`src/rtl/mem_arbiter.sv`:
```
// mem_arbiter: round-robin IF/LS arbiter onto one hold-until-ack memory port.
// Define MEM_TIMEOUT_EN to abort accesses that go TIMEOUT cycles without mem_ack.
module mem_arbiter #(
  parameter int AW      = 32,
  parameter int DW      = 32,
  parameter int TIMEOUT = 16
) (
  input  logic          clk,
  input  logic          clrn,
  input  logic          if_req,
  input  logic [AW-1:0] if_addr,
  output logic [DW-1:0] if_rdata,
  output logic          if_ready,
  input  logic          ls_req,
  input  logic          ls_we,
  input  logic [AW-1:0] ls_addr,
  input  logic [DW-1:0] ls_wdata,
  output logic [DW-1:0] ls_rdata,
  output logic          ls_ready,
  output logic          mem_en,
  output logic          mem_we,
  output logic [AW-1:0] mem_addr,
  output logic [DW-1:0] mem_wdata,
  input  logic [DW-1:0] mem_rdata,
  input  logic          mem_ack,
  output logic          err
);
  typedef enum logic [1:0] {IDLE, GNT_IF, GNT_LS} state_t;
  state_t state_q, state_d;
  logic last_ls_q, last_ls_d;
  logic mem_en_q, mem_en_d, mem_we_q, mem_we_d;
  logic [AW-1:0] mem_addr_q, mem_addr_d;
  logic [DW-1:0] mem_wdata_q, mem_wdata_d, if_rdata_q, if_rdata_d, ls_rdata_q, ls_rdata_d;
  logic if_ready_q, if_ready_d, ls_ready_q, ls_ready_d, err_q, err_d;
  logic abort, done;
  logic [DW-1:0] rdata_sel;
`ifdef MEM_TIMEOUT_EN
  localparam int TW = $clog2(TIMEOUT + 1);
  logic [TW-1:0] cnt_q, cnt_d;
  // the last ackless cycle is the one in which the count would reach TIMEOUT
  assign abort = !mem_ack && cnt_q == TW'(TIMEOUT - 1);
  assign cnt_d = state_q == IDLE ? '0 : cnt_q + 1'b1;
  always_ff @(posedge clk or negedge clrn)
    if (!clrn) cnt_q <= '0;
    else       cnt_q <= cnt_d;
`else
  assign abort = 1'b0;
`endif
  assign done      = mem_ack || abort;
  assign rdata_sel = abort ? {DW/32{32'hDEADBEEF}} : mem_rdata;
  always_comb begin
    state_d     = state_q;
    last_ls_d   = last_ls_q;
    mem_en_d    = mem_en_q;
    mem_we_d    = mem_we_q;
    mem_addr_d  = mem_addr_q;
    mem_wdata_d = mem_wdata_q;
    if_rdata_d  = if_rdata_q;
    ls_rdata_d  = ls_rdata_q;
    if_ready_d  = 1'b0;
    ls_ready_d  = 1'b0;
    err_d       = 1'b0;
    case (state_q)
      IDLE:
        if (if_req && (!ls_req || last_ls_q)) begin
          state_d     = GNT_IF;
          mem_en_d    = 1'b1;
          mem_we_d    = 1'b0;
          mem_addr_d  = if_addr;
          mem_wdata_d = '0;
        end else if (ls_req) begin
          state_d     = GNT_LS;
          mem_en_d    = 1'b1;
          mem_we_d    = ls_we;
          mem_addr_d  = ls_addr;
          mem_wdata_d = ls_wdata;
        end
      GNT_IF:
        if (done) begin
          state_d    = IDLE;
          mem_en_d   = 1'b0;
          if_ready_d = 1'b1;
          if_rdata_d = rdata_sel;
          err_d      = abort;
          last_ls_d  = 1'b0;
        end
      GNT_LS:
        if (done) begin
          state_d    = IDLE;
          mem_en_d   = 1'b0;
          ls_ready_d = 1'b1;
          ls_rdata_d = rdata_sel;
          err_d      = abort;
          last_ls_d  = 1'b1;
        end
      default: state_d = IDLE;
    endcase
  end
  always_ff @(posedge clk or negedge clrn)
    if (!clrn) begin
      state_q     <= IDLE;
      last_ls_q   <= 1'b1;
      mem_en_q    <= 1'b0;
      mem_we_q    <= 1'b0;
      mem_addr_q  <= '0;
      mem_wdata_q <= '0;
      if_rdata_q  <= '0;
      ls_rdata_q  <= '0;
      if_ready_q  <= 1'b0;
      ls_ready_q  <= 1'b0;
      err_q       <= 1'b0;
    end else begin
      state_q     <= state_d;
      last_ls_q   <= last_ls_d;
      mem_en_q    <= mem_en_d;
      mem_we_q    <= mem_we_d;
      mem_addr_q  <= mem_addr_d;
      mem_wdata_q <= mem_wdata_d;
      if_rdata_q  <= if_rdata_d;
      ls_rdata_q  <= ls_rdata_d;
      if_ready_q  <= if_ready_d;
      ls_ready_q  <= ls_ready_d;
      err_q       <= err_d;
    end
  assign mem_en    = mem_en_q;
  assign mem_we    = mem_we_q;
  assign mem_addr  = mem_addr_q;
  assign mem_wdata = mem_wdata_q;
  assign if_rdata  = if_rdata_q;
  assign ls_rdata  = ls_rdata_q;
  assign if_ready  = if_ready_q;
  assign ls_ready  = ls_ready_q;
  assign err       = err_q;
endmodule
```
`config.mk`:
```
export PLATFORM = sky130hd
export DESIGN_NAME = mem_arbiter
export DESIGN_NICKNAME = d
export VERILOG_FILES = /design/src/rtl/mem_arbiter.sv
export SDC_FILE = /design/constraint.sdc
export NUM_CORES = 1
export LEC_CHECK = 0
export ABC_AREA = 1
export CAP_MARGIN = 40
export CORE_ASPECT_RATIO = 1.5
export CORE_MARGIN = 5
export CORE_UTILIZATION = 32
export DETAILED_ROUTE_END_ITERATION = 7
export HOLD_SLACK_MARGIN = 0.02
export PLACE_DENSITY = 0.65
export SETUP_SLACK_MARGIN = 0.4
export SLEW_MARGIN = 10
export SYNTH_ARGS = -nofsm -noshare
export SYNTH_HDL_FRONTEND = slang
export SYNTH_SLANG_ARGS = --single-unit
```
`constraint.sdc`:
```
create_clock -name clk -period 2.8 [get_ports clk]
set_input_delay 0.28 -clock clk [delete_from_list [all_inputs] [get_ports clk]]
set_output_delay 0.28 -clock clk [all_outputs]
set_load 0.02 [all_outputs]
```
# After elaboration in Yosys (flattened, before gate mapping)
# Cells that the tools add are included.
# totals
wordCells,49
regBits,135
output_inout_bits,133
# classes
reduce_logical,14
n_eq_ne,6
mux,19
# op_table
operator,n
$mux W32,4
$mux W1,9
$reduce_and A2 Y1,4
$mux W2,3
$reduce_and A3 Y1,2
$reduce_bool A2 Y1,3
$ne A2 B2 Y1 const B,2
$pmux W1 S2,2
$pmux W2 S2,1
$ne A3 B3 Y1 const B,1
$eq A2 B1 Y1 const B,1
$eq A2 B2 Y1 const B,1
$logic_not A2 Y1,1
$ne A2 B1 Y1 const B,1
$reduce_or A2 Y1,1
$logic_and A1 B1 Y1,1
$logic_not A1 Y1,1
$logic_or A1 B1 Y1,1

# Longest topological paths before layout
# Gate-level depths: netlist of the first run.
# logic_depth
ltp_word,5
depth_mapped,8
depth_no_buf,7

# Least setup slack after synthesis of the first run
# No wires, ideal clock.
# synth_path
path_kind,register to register
startpoint,reg state_q[0]
endpoint,"reg mem_addr_q[0], in the netlist mem_addr[0]"
period_less_slack_ps,1293
setup_time_ps,118
t_arrival_ps,1176
path_stages_with_launch,8
path_slack_ps,1507
path_cell_list,dfrtp_1 > inv_1 > ha_1 > o21ai_4 > buf_4 > buf_4 > nand2_1 > nand2_1
# synth_between
elab_chain_cells,2
# synth_lines
element,line,rtl
from (decl),29,"state_t state_q, state_d;"
from (signal assigned),113,state_q <= state_d;
$logic_not A2 Y1,63,case (state_q)
$reduce_and A2 Y1 (no line),-,
to (signal assigned),117,mem_addr_q <= mem_addr_d;
to (decl),32,"logic [AW-1:0] mem_addr_q, mem_addr_d;"
# Every way passes these cells.
# A chain may end at the register's enable or synchronous reset.

# Worst setup path in the final report of the first run
# layout_path
startpoint,reg state_q[0]
endpoint,reg state_q[1]
# layout_between
elab_chain_cells,4
elab_cells_between_ends,8
cone_classes,4 x eq/ne; 1 x mux; 3 x reduce/logical
# layout_lines
element,line
$eq A2 B2 Y1 / $eq A2 B1 Y1 (equally long branches),63
$reduce_or A2 Y1 (no line),-
$ne A2 B1 Y1 (no line),-
$reduce_and A2 Y1 (no line),-
# Parallel ways exist; a longest one is shown, timed or not.

==> results of run 1 <==
## cells in the final DEF (no fill, tap or decap), drive strengths merged
cell           count
clkdlybuf4s50    264
nand2            242
dfrtp            134
inv              110
nand3             98
o21ai             66
clkbuf            17
buf               12
clkinv             5
bufinv             4
ha                 3
nor2               2
clkinvlp           2
nand4              1
conb               1
dlygate4sd3        1
dfstp              1
## power breakdown
group	total, uW	switching (uW)	internal (uW)
clock network	2400	900	1500
logic	4980	2790	2180
registers	3300	455	2850
## through the flow
step / cells / total power [uW]
finish: 1180 / 10680
global route: 1180 / 11380
CTS: 1180 / 10850
detailed placement: 1148 / 8386
global placement: 1147 / 8286
floorplan: 698 / 5946
## state kept, by name (all words and copies together) (netlist names)
signal / cells
if_ready: 1
if_rdata: 32
state_q: 2
ls_ready: 1
mem_addr: 32
mem_we: 1
mem_en: 1
mem_wdata: 32
last_ls_q: 1
ls_rdata: 32
## cells by family after synthesis
logic type | Yosys count
AO/OA/AOI/OAI | 66
buffers and inverters | 150
flip-flops | 135
other | 1
adder cells (fa/ha/maj) | 3
AND/OR/NAND/NOR | 343
## layout make-up
type	instances	area [um^2]
Clock buffer	17	425.4
Inverter	107	401.6
Tap cell	217	271.5
Fill cell	1707	8687
Clock inverter	14	200.2
Timing Repair Buffer	277	2771
Multi-Input combinational cell	413	1805
Sequential cell	135	3379
## per-layer routing
layer  vias to the layer above  global-route usage (%)  share of wire, %
li1                       2648                       -                 -
met1                      2429                   19.45                38
met2                       163                   32.02                54
met3                        22                   4.188               5.6
met4                         0                   5.955               2.2
met5                         -                       0                 0
## cell usage after synthesis, types with 2 or more instances
cell,instances,share of area (%)
buf_2,14,1.2
buf_4,10,1.3
buf_6,6,1.2
clkbuf_1,13,0.84
dfrtp_1,134,57
ha_1,3,0.64
inv_1,106,6.8
nand2_1,240,15
nand2_2,2,0.21
nand3_1,98,8.4
nor2_1,2,0.13
o21ai_0,65,5.6
## how the worst max path moves through the flow
stage | from | endpoint | depth (start not counted)
detailed placement | ls_req | state_q[1] | 6
global route | state_q[0] | state_q[1] | 7
global placement | ls_req | mem_addr[31] | 5
finish | state_q[0] | state_q[1] | 7
CTS | state_q[0] | state_q[0] | 7
floorplan | state_q[0] | mem_addr[0] | 7
==> key figures, run 1 <==
Detailed routing
  • DRT iter0 DRCs: 266
  • DRC: 0
  • Routed length per instance: 15.47 um
  • Final WL: 18.26 mm
  • Vias/cell: around 4.5
  • Vias after detailed routing: between 5000 and 6000
  • Final antenna-violating net count: 0
  • First-pass DRT Iterations: 4

Clocking
  • TritonCTS Buffers: 17
  • H-tree Lvls: 4
  • Cts repair resizes: 0
  • Reg clk slew, reported paths: ~0.06 ns
  • CTS Buffer Depth: 2
  • TritonCTS clock tree: built
  • Clock Latency Late Sink: between 0.4 and 0.5 ns
  • Postcts setup bufs: 0
  • Clk sinks: around 140
  • Hold_buf cts: 1
  • Root Driver: clkbuf_16

Yosys
  • Syn nets: ~840
  • Avg Cell Area, Syn: approximately 8.4 um^2
  • Cells after Synth: around 700
  • Part of the Yosys area used for sequential elements: around 58%
  • Async set or reset register ratio after synthesis: 100.0%
  • Post-Syn Area: slightly below 0.006 mm^2
  • Xor/xnor cell area share of the yosys netlist: 0%
  • Unique masters post-synth: 17
  • Adder-Cell Fraction of Synth Area: 0.6424%
  • Prevailing post-synth register cell: dfrtp_1
  • Synth Area in Simple Gates: between 20% and 30%
  • Largest family of logic cells by synthesized area: simple AND/OR/NAND/NOR gates
  • Mux share of post-synthesis cell area: 0%
  • Synth Area in Compound Gates: under 10%
  • Flops & latches, synth: 135
  • Yosys warning count: 0
  • Post-synth EDFFs: 0

Placed design
  • DP Area: 0.008620 mm^2
  • RD Place Congestion: around 0.83
  • DP Worst Slack: 0.7975 ns
  • IO buf count: 265
  • Final HPWL DP: about 13 mm

Floorplanning
  • Initial core utilization: 32.57%
  • IO Pins: ~270
  • Die Area: 0.02112 mm^2
  • Die Y: roughly 180 um
  • Die width: between 100 and 150 um
  • CORE AREA: between 0.015 and 0.02 mm^2
  • Rows: 60

Layout
  • Fin util: about half
  • Finished Cell Area: 0.009255 mm^2
  • P&R area growth vs syn: 58.39%
  • # nets final: 1088
  • Share of cells above drive strength 1: under 10%
  • # diodes: 0

Timing
  • Period utilization: about two thirds
  • Relative slew slack: between 50% and 60%
  • Worst slew pin tran: around 0.73 ns
  • Final TNS setup: 0 ns
  • Worst setup margin: 0.9704 ns
  • Max Slew Vio Count: 0
  • Final Hold Viols: 0
  • Fmax: 0.5466 GHz
  • Hold_ws: 0.4082 ns
  • Final Critical Period: 1.830 ns
  • Final setup vio count: 0
  • Clock skew: 0.01203 ns
  • Unrepaired setup endpoints after global routing: no

Worst setup path
  • CP max stage delay: about 0.61 ns
  • Slowest-stage cell, CP: buf_4
  • Reg2reg path depth: 7
  • Reg-to-reg endpoint: state_q[1]
  • Setup crit end kind: flop
  • CP most frequent cell: nand2_1
  • R2R Setup Slk: about 0.97 ns
  • Type of origin of the critical path: flop
  • Critical path class: reg2reg
  • Buf/Inv on CP: 2
  • Critical path, cell by cell: inv_1, ha_1, o21ai_4, buf_4, nor2_1, nand2_1, nand2_1
  • Worst Path Arrival: ~2.1 ns
  • Reg2reg start: state_q[0]
  • Cell family with most CP delay: buffers and inverters
  • CP required: roughly 3.1 ns
  • CP Max Fanout: between 60 and 70

Global route
  • Initial antenna violation count: 0
  • Total GRT Usage: between 10% and 20%
  • Vias in the first global route: roughly 5300
  • Largest net degree at the start of global routing: 67
  • First-pass GRT wire length: ~29 mm
  • Total gr overflow: 0

Run
  • Max_cap viols: 0

Power
  • Leakage: ~0.0047 uW
  • Power Density: around 1200 mW/mm^2
  • Worst VDD drop: roughly 1.5 mV

Outcome
  • Status: complete, no violations

Worst hold path
  • Worst hold path type: in2async
(Power assumes the default switching activity.)
==> inputs of run 2 (changes only) <==
==> constraint.sdc (replaced) <==
create_clock -name clk -period 1.7 [get_ports clk]
set_input_delay 0.17 -clock clk [delete_from_list [all_inputs] [get_ports clk]]
set_output_delay 0.17 -clock clk [all_outputs]
set_load 0.02 [all_outputs]
==> run 2 against run 1 <==
Effect of this change:
- via count rose by 0.51%
- combinational power up 60%
- clock power up 50%
- sequential share of layout area down 0.15 points
- first-iteration DRC count shrank 6.8%
- clock-buffer cell count increased by 1
- die area unchanged
- largest cell class unchanged
- highest routed layer unchanged
==> key figures, run 2 (synthesis gave the netlist of run 1 again) <==
Detailed routing
  • Final WL: 18.93 mm (+3.7%)
  • Vias after detailed routing: 5289 (+0.51%)
  • Metal3 WL: 1.055 mm (+2.3%)
  • Met1 wire length: 6.996 mm (+0.39%)
  • Routed length per instance: 15.81 um (+2.2%)
  • Vias/cell: 4.419 (-0.91%)
  • First-pass DRT Iterations: 5 (+1)
  • Final antenna-violating net count: 0 (unchanged)
  • Met2 wire length: 10.46 mm (+6.1%)
  • DRT iter0 DRCs: 248 (-6.8%)
  • DRC: 0 (unchanged)
  • Highest Signal Layer: met4

Global route
  • Initial antenna violation count: 0 (unchanged)
  • Vias in the first global route: 5216 (-1.1%)
  • First-pass GRT wire length: 27.79 mm (-3.7%)
  • Largest net degree at the start of global routing: 47 (-30%)
  • Total gr overflow: 0 (unchanged)
  • Total GRT Usage: 16.73% (-0.66 points)

Outcome
  • Status: complete, no violations

Clocking
  • Root Driver: clkbuf_16
  • Clock Latency Late Sink: 0.41 ns (about the same)
  • Reg clk slew, reported paths: 0.06 ns (about the same)
  • Clk sinks: 135 (unchanged)
  • TritonCTS Buffers: 17 (unchanged)
  • CTS Buffer Depth: 2 (unchanged)
  • TritonCTS clock tree: built
  • H-tree Lvls: 4 (unchanged)

Placed design
  • DP Area: 0.008715 mm^2 (+1.1%)
  • Placed Instances: 1154 (+0.52%)
  • RD Place Congestion: 0.8233 (-0.59%)
  • Final HPWL DP: 13.11 mm (-0.38%)
  • IO buf count: 265 (unchanged)

Worst setup path
  • CP max stage delay: 0.38 ns (-0.23 ns)
  • Critical path class: reg2reg
  • CP required: 1.99 ns (-1.10 ns)
  • Slowest-stage cell, CP: dfrtp_1
  • Critical path, cell by cell: inv_2, ha_4, o21ai_4, clkinv_4, clkbuf_16, nand3_1, nand2_1
  • Reg2reg path depth: 7 (unchanged)
  • CP Max Fanout: 20 (-70%)
  • Type of origin of the critical path: flop
  • Worst Path Arrival: 1.66 ns (-0.46 ns)
  • Setup crit end kind: flop

Power
  • Share of power burned in registers: 32.0% (+1.1 points)
  • Power Density: 1827 mW/mm^2 (+58%)
  • Clock power share: 21.2% (-1.3 points)
  • NetSw: 7082 uW (+71%)
  • Worst VDD drop: 0.7393 mV (-49%)
  • Switch share: 41.71% (+2.8 points)
  • Internal Pwr Total: 9898 uW (+52%)
  • Total power: 16980 uW (+59%)
  • Combinational group share of total power: 46.8% (+0.2 points)
  • Leakage: 0.004923 uW (+5.5%)

Run
  • Max_cap viols: 0 (unchanged)

Worst hold path
  • Worst hold path type: in2async

Layout
  • Final non-filler cell total: 1197 (+1.4%)
  • # nets final: 1104 (+1.5%)
  • # diodes: 0 (unchanged)
  • Share of cells above drive strength 1: 13.78% (+8.6 points)
  • Fin util: 51.79% (+0.21 points)
  • Finished Cell Area: 0.009293 mm^2 (+0.41%)
  • Most frequent cells in the layout: nand2_1 (238), dfrtp_1 (134), clkdlybuf4s50_1 (132)
  • Most common cell after layout, fill and taps aside: nand2_1
  • P&R area growth vs syn: 59.04%

Timing
  • Max Slew Vio Count: 0 (unchanged)
  • Final Critical Period: 1.374 ns (-0.4555 ns)
  • Final setup vio count: 0 (unchanged)
  • Unrepaired setup endpoints after global routing: yes
  • Fmax: 0.7278 GHz (+33%)
  • Period utilization: 80.83% (+15 points)
  • Final Hold Viols: 0 (unchanged)
  • Clock skew: 0.009661 ns (-0.002368 ns)
  • Final TNS setup: 0 ns (unchanged)

Floorplanning
  • Initial core utilization: 32.57% (unchanged)
  • IO Pins: 267 (unchanged)
  • Die width: 120.3 um (unchanged)
  • Die Y: 175.5 um (unchanged)
  • CORE AREA: 0.01794 mm^2 (unchanged)
  • Die Area: 0.02112 mm^2 (unchanged)
  • Rows: 60 (unchanged)
-- run 2: cell count changes in the layout (fill, tap and decap cells not counted), sizes merged --
cell / previous run / this run
buf: 12 / 22
dlygate4sd2: 0 / 2
clkinvlp: 2 / 3
clkinv: 5 / 4
bufinv: 4 / 1
clkdlybuf4s50: 264 / 132
inv: 110 / 113
clkbuf: 17 / 82
clkdlybuf4s15: 0 / 72
-- run 2: final cells by class --
cell class / instances / area, um^2
repair buffers: 293 / 2831
fillers: 1728 / 8650
multi-input cells: 413 / 1827
inverters: 107 / 406.6
flip-flops and latches: 135 / 3379
well taps: 217 / 271.5
clock inverters: 14 / 137.6
clock buffers: 18 / 439.2
-- run 2: path summary, 6_finish.rpt --
kind | slack (ns) | endpoint | from
min in group clk | 0.31 | mem_wdata[4] | ls_wdata[4]
worst max register to register | 0.33 | mem_addr[6] | state_q[0]
worst max-delay path | 0.33 | mem_addr[6] | state_q[0]
max in group asynchronous | 0.86 | mem_addr[6] | clrn
worst min register to register | 0.48 | mem_wdata[12] | mem_wdata[12]
worst min-delay path | 0.26 | ls_rdata[2] | clrn
-- run 2: stage by stage --
stage / setup slack, ns / hold slack, ns
floorplan: 0.4067 / -0.1256
global placement: 0.1585 / 0.1409
detailed placement: 0.1328 / 0.1388
CTS: 0.2970 / 0.2699
global route: 0.2462 / 0.2861
finish: 0.3259 / 0.2611
-- run 2: critical path: cells and delay by family (launching register included) --
kind	cells	cell delay, ns
adders and majority gates	1	0.18
AOI/OAI and AO/OA	1	0.11
DFF	1	0.38
and+or+nand+nor	2	0.15
buffers and inverters	3	0.44
-- run 2: metal layers --
metal	up-vias	track usage, %
li1	2682	-
met1	2421	18.62
met2	162	30.66
met3	24	4.027
met4	0	6.238
met5	-	0
-- run 2: what timing repair did --
| action | CTS | global route |
|---|---|---|
| gates cloned | 0 | 7 |
| endpoints found under the hold margin | 39 | 0 |
| setup endpoints to repair | 243 | 219 |
| gates resized for setup | 212 | 140 |
| buffers inserted | 0 | 3 |
| pin swaps | 0 | 1 |
| hold buffers | 1 | 0 |
-- run 2: power by group through the flow --
stage	clock, uW	combinational (uW)	sequential, uW
after global routing	3840	8690	5640
after detailed placement	0	8420	5460
after CTS	3710	7650	5410
after global placement	0	8370	5430
after floorplan	0	2580	7210
final	3600	7950	5430
==> inputs of run 3 (changes only) <==
==> constraint.sdc (replaced) <==
create_clock -name clk -period 1.4 [get_ports clk]
set_input_delay 0.14 -clock clk [delete_from_list [all_inputs] [get_ports clk]]
set_output_delay 0.14 -clock clk [all_outputs]
set_load 0.02 [all_outputs]
==> run 3 against run 2 <==
Effect of this change:
- first-iteration DRC count grew 30%
- sequential power grew 30%
- sequential share of layout area shrank 3.4 points
- critical path depth is the same
- fmax grew 6.3%
- register-to-register slack lost 0.22 ns
- core utilization grew 5.3 points
- cell count grew 3.4%
- clock skew is essentially flat
- via count grew 4.6%
- sequential cell count is the same
- power grew 42%
- largest cell class is now non-clock buffers
==> key figures, run 3 (synthesis gave the netlist of run 1 again) <==
Power
  • Combinational group share of total power: 51.6% (+4.8 points)
  • Clock power share: 19.1% (-2.1 points)
  • Worst VDD drop: 1.002 mV (+36%)
  • Switch share: 38.34% (-3.4 points)
  • Share of power burned in registers: 29.2% (-2.8 points)
  • Power Density: 2348 mW/mm^2 (+28%)
  • Leakage: 0.005404 uW (+9.8%)
  • Internal Pwr Total: 14840 uW (+50%)
  • Total power: 24070 uW (+42%)
  • NetSw: 9227 uW (+30%)

Placed design
  • DP Area: 0.008912 mm^2 (+2.3%)
  • IO buf count: 265 (unchanged)
  • Final HPWL DP: 13.68 mm (+4.3%)
  • DP Worst Slack: -0.1765 ns (-0.3093 ns)
  • RD Place Congestion: 0.8136 (-1.2%)

Floorplanning
  • Rows: 60 (unchanged)
  • Initial core utilization: 32.57% (unchanged)
  • CORE AREA: 0.01794 mm^2 (unchanged)
  • IO Pins: 267 (unchanged)
  • Die Area: 0.02112 mm^2 (unchanged)
  • Die Y: 175.5 um (unchanged)
  • Die width: 120.3 um (unchanged)

Timing
  • Final setup vio count: 0 (unchanged)
  • Worst setup margin: 0.1076 ns (-0.2184 ns)
  • Final Hold Viols: 0 (unchanged)
  • Final Critical Period: 1.292 ns (-0.08160 ns)
  • Unrepaired setup endpoints after global routing: yes
  • Fmax: 0.7737 GHz (+6.3%)
  • Clock skew: 0.009340 ns (-0.0003214 ns)
  • Period utilization: 92.32% (+11 points)
  • Max Slew Vio Count: 0 (unchanged)

Clocking
  • Reg clk slew, reported paths: 0.06 ns (about the same)
  • Clock Latency Late Sink: 0.42 ns (about the same)
  • H-tree Lvls: 4 (unchanged)
  • Root Driver: clkbuf_16
  • Clk sinks: 135 (unchanged)
  • TritonCTS clock tree: built
  • TritonCTS Buffers: 17 (unchanged)
  • CTS Buffer Depth: 2 (unchanged)

Detailed routing
  • Vias after detailed routing: 5534 (+4.6%)
  • Final WL: 19.12 mm (+1.0%)
  • Final antenna-violating net count: 0 (unchanged)
  • DRT iter0 DRCs: 322 (+30%)
  • Vias/cell: 4.470 (+1.2%)
  • DRC: 0 (unchanged)
  • Routed length per instance: 15.45 um (-2.3%)
  • First-pass DRT Iterations: 4 (-1)

Layout
  • P&R area growth vs syn: 75.42%
  • Most frequent cells in the layout: nand2_1 (208), buf_6 (137), dfrtp_1 (134)
  • Most common cell after layout, fill and taps aside: nand2_1
  • Finished Cell Area: 0.01025 mm^2 (+10%)
  • # nets final: 1145 (+3.7%)
  • Share of cells above drive strength 1: 27.55% (+14 points)

Worst setup path
  • CP Max Fanout: 9 (-55%)
  • Setup crit end kind: flop
  • Worst Path Arrival: 1.60 ns (-0.06 ns)
  • Type of origin of the critical path: flop
  • Critical path class: reg2reg
  • CP required: 1.71 ns (-0.28 ns)

Outcome
  • Status: complete, no violations

Run
  • Max_cap viols: 0 (unchanged)

Global route
  • First-pass GRT wire length: 29.78 mm (+7.2%)
  • Total GRT Usage: 18.00% (+1.3 points)
  • Vias in the first global route: 5760 (+10%)
  • Initial antenna violation count: 1 (+1)
  • Total gr overflow: 0 (unchanged)
  • Largest net degree at the start of global routing: 51 (+8.5%)

Worst hold path
  • Worst hold path type: in2async
[run 3: path summary, 6_finish.rpt]
path	start	to	slack, ns	cells after the start
max	state_q[0]	mem_wdata[16]	0.11	7
min	clrn	ls_rdata[11]	0.12	2
max reg2reg	state_q[0]	mem_wdata[16]	0.11	7
min reg2reg	mem_en	mem_en	0.50	2
max in group asynchronous	clrn	mem_addr[3]	0.75	3
min in group clk	ls_wdata[31]	mem_wdata[31]	0.27	3
[run 3: final cells by class]
class                      instances  area, um^2
tap                              217       271.5
multi-input combinational        414        1984
fill                            1608        7692
clock buffer                      20       456.7
timing repair buffer             333        3600
inverter                         107       406.6
antenna                            1       2.502
sequential                       135        3379
clock inverter                    11       148.9
[run 3: critical path, cell delays in order, from the launching register on]
cell and delay (ns):
dfrtp_1 0.40, inv_2 0.09, ha_4 0.15, o21ai_4 0.09, buf_12 0.18, clkbuf_16 0.16
nand2_1 0.06, nand2_1 0.05
[run 3: metal layers]
metal,vias up,global-route usage [%],part of all wire (%)
met3,43,4.897,6.0
met2,194,32.37,54
li1,2767,-,-
met1,2530,19.12,36
met4,0,9.263,3.7
met5,-,0,0
[run 3: stage by stage]
step	std cells	hold WS, ns	utilization (%)	setup TNS, ns
2_1_floorplan	698	-0.1556	-	0
3_3_place_gp	1165	-0.01113	49.67	-6.222
3_5_place_dp	1165	-0.01121	49.67	-8.607
4_1_cts	1230	0.09913	55.68	0
5_1_grt	1238	0.1255	57.13	0
6_report	1238	0.1228	57.13	0
[run 3: power groups by stage]
stage	combinational, uW	sequential (uW)	clock, uW
after floorplan	3500	8760	0
after detailed placement	10700	6700	0
after CTS	11900	6980	4700
after global routing	13400	7280	4830
final	12400	7040	4610
after global placement	10600	6640	0
[run 3: what timing repair did]
action                                  CTS  global route
gates cloned                              1             6
setup buffers                            32             1
resized for setup                       801            60
hold buffers                              1             0
pin swaps                                 4            11
endpoints found under the hold margin   135             0
endpoints found under the setup margin  267           267
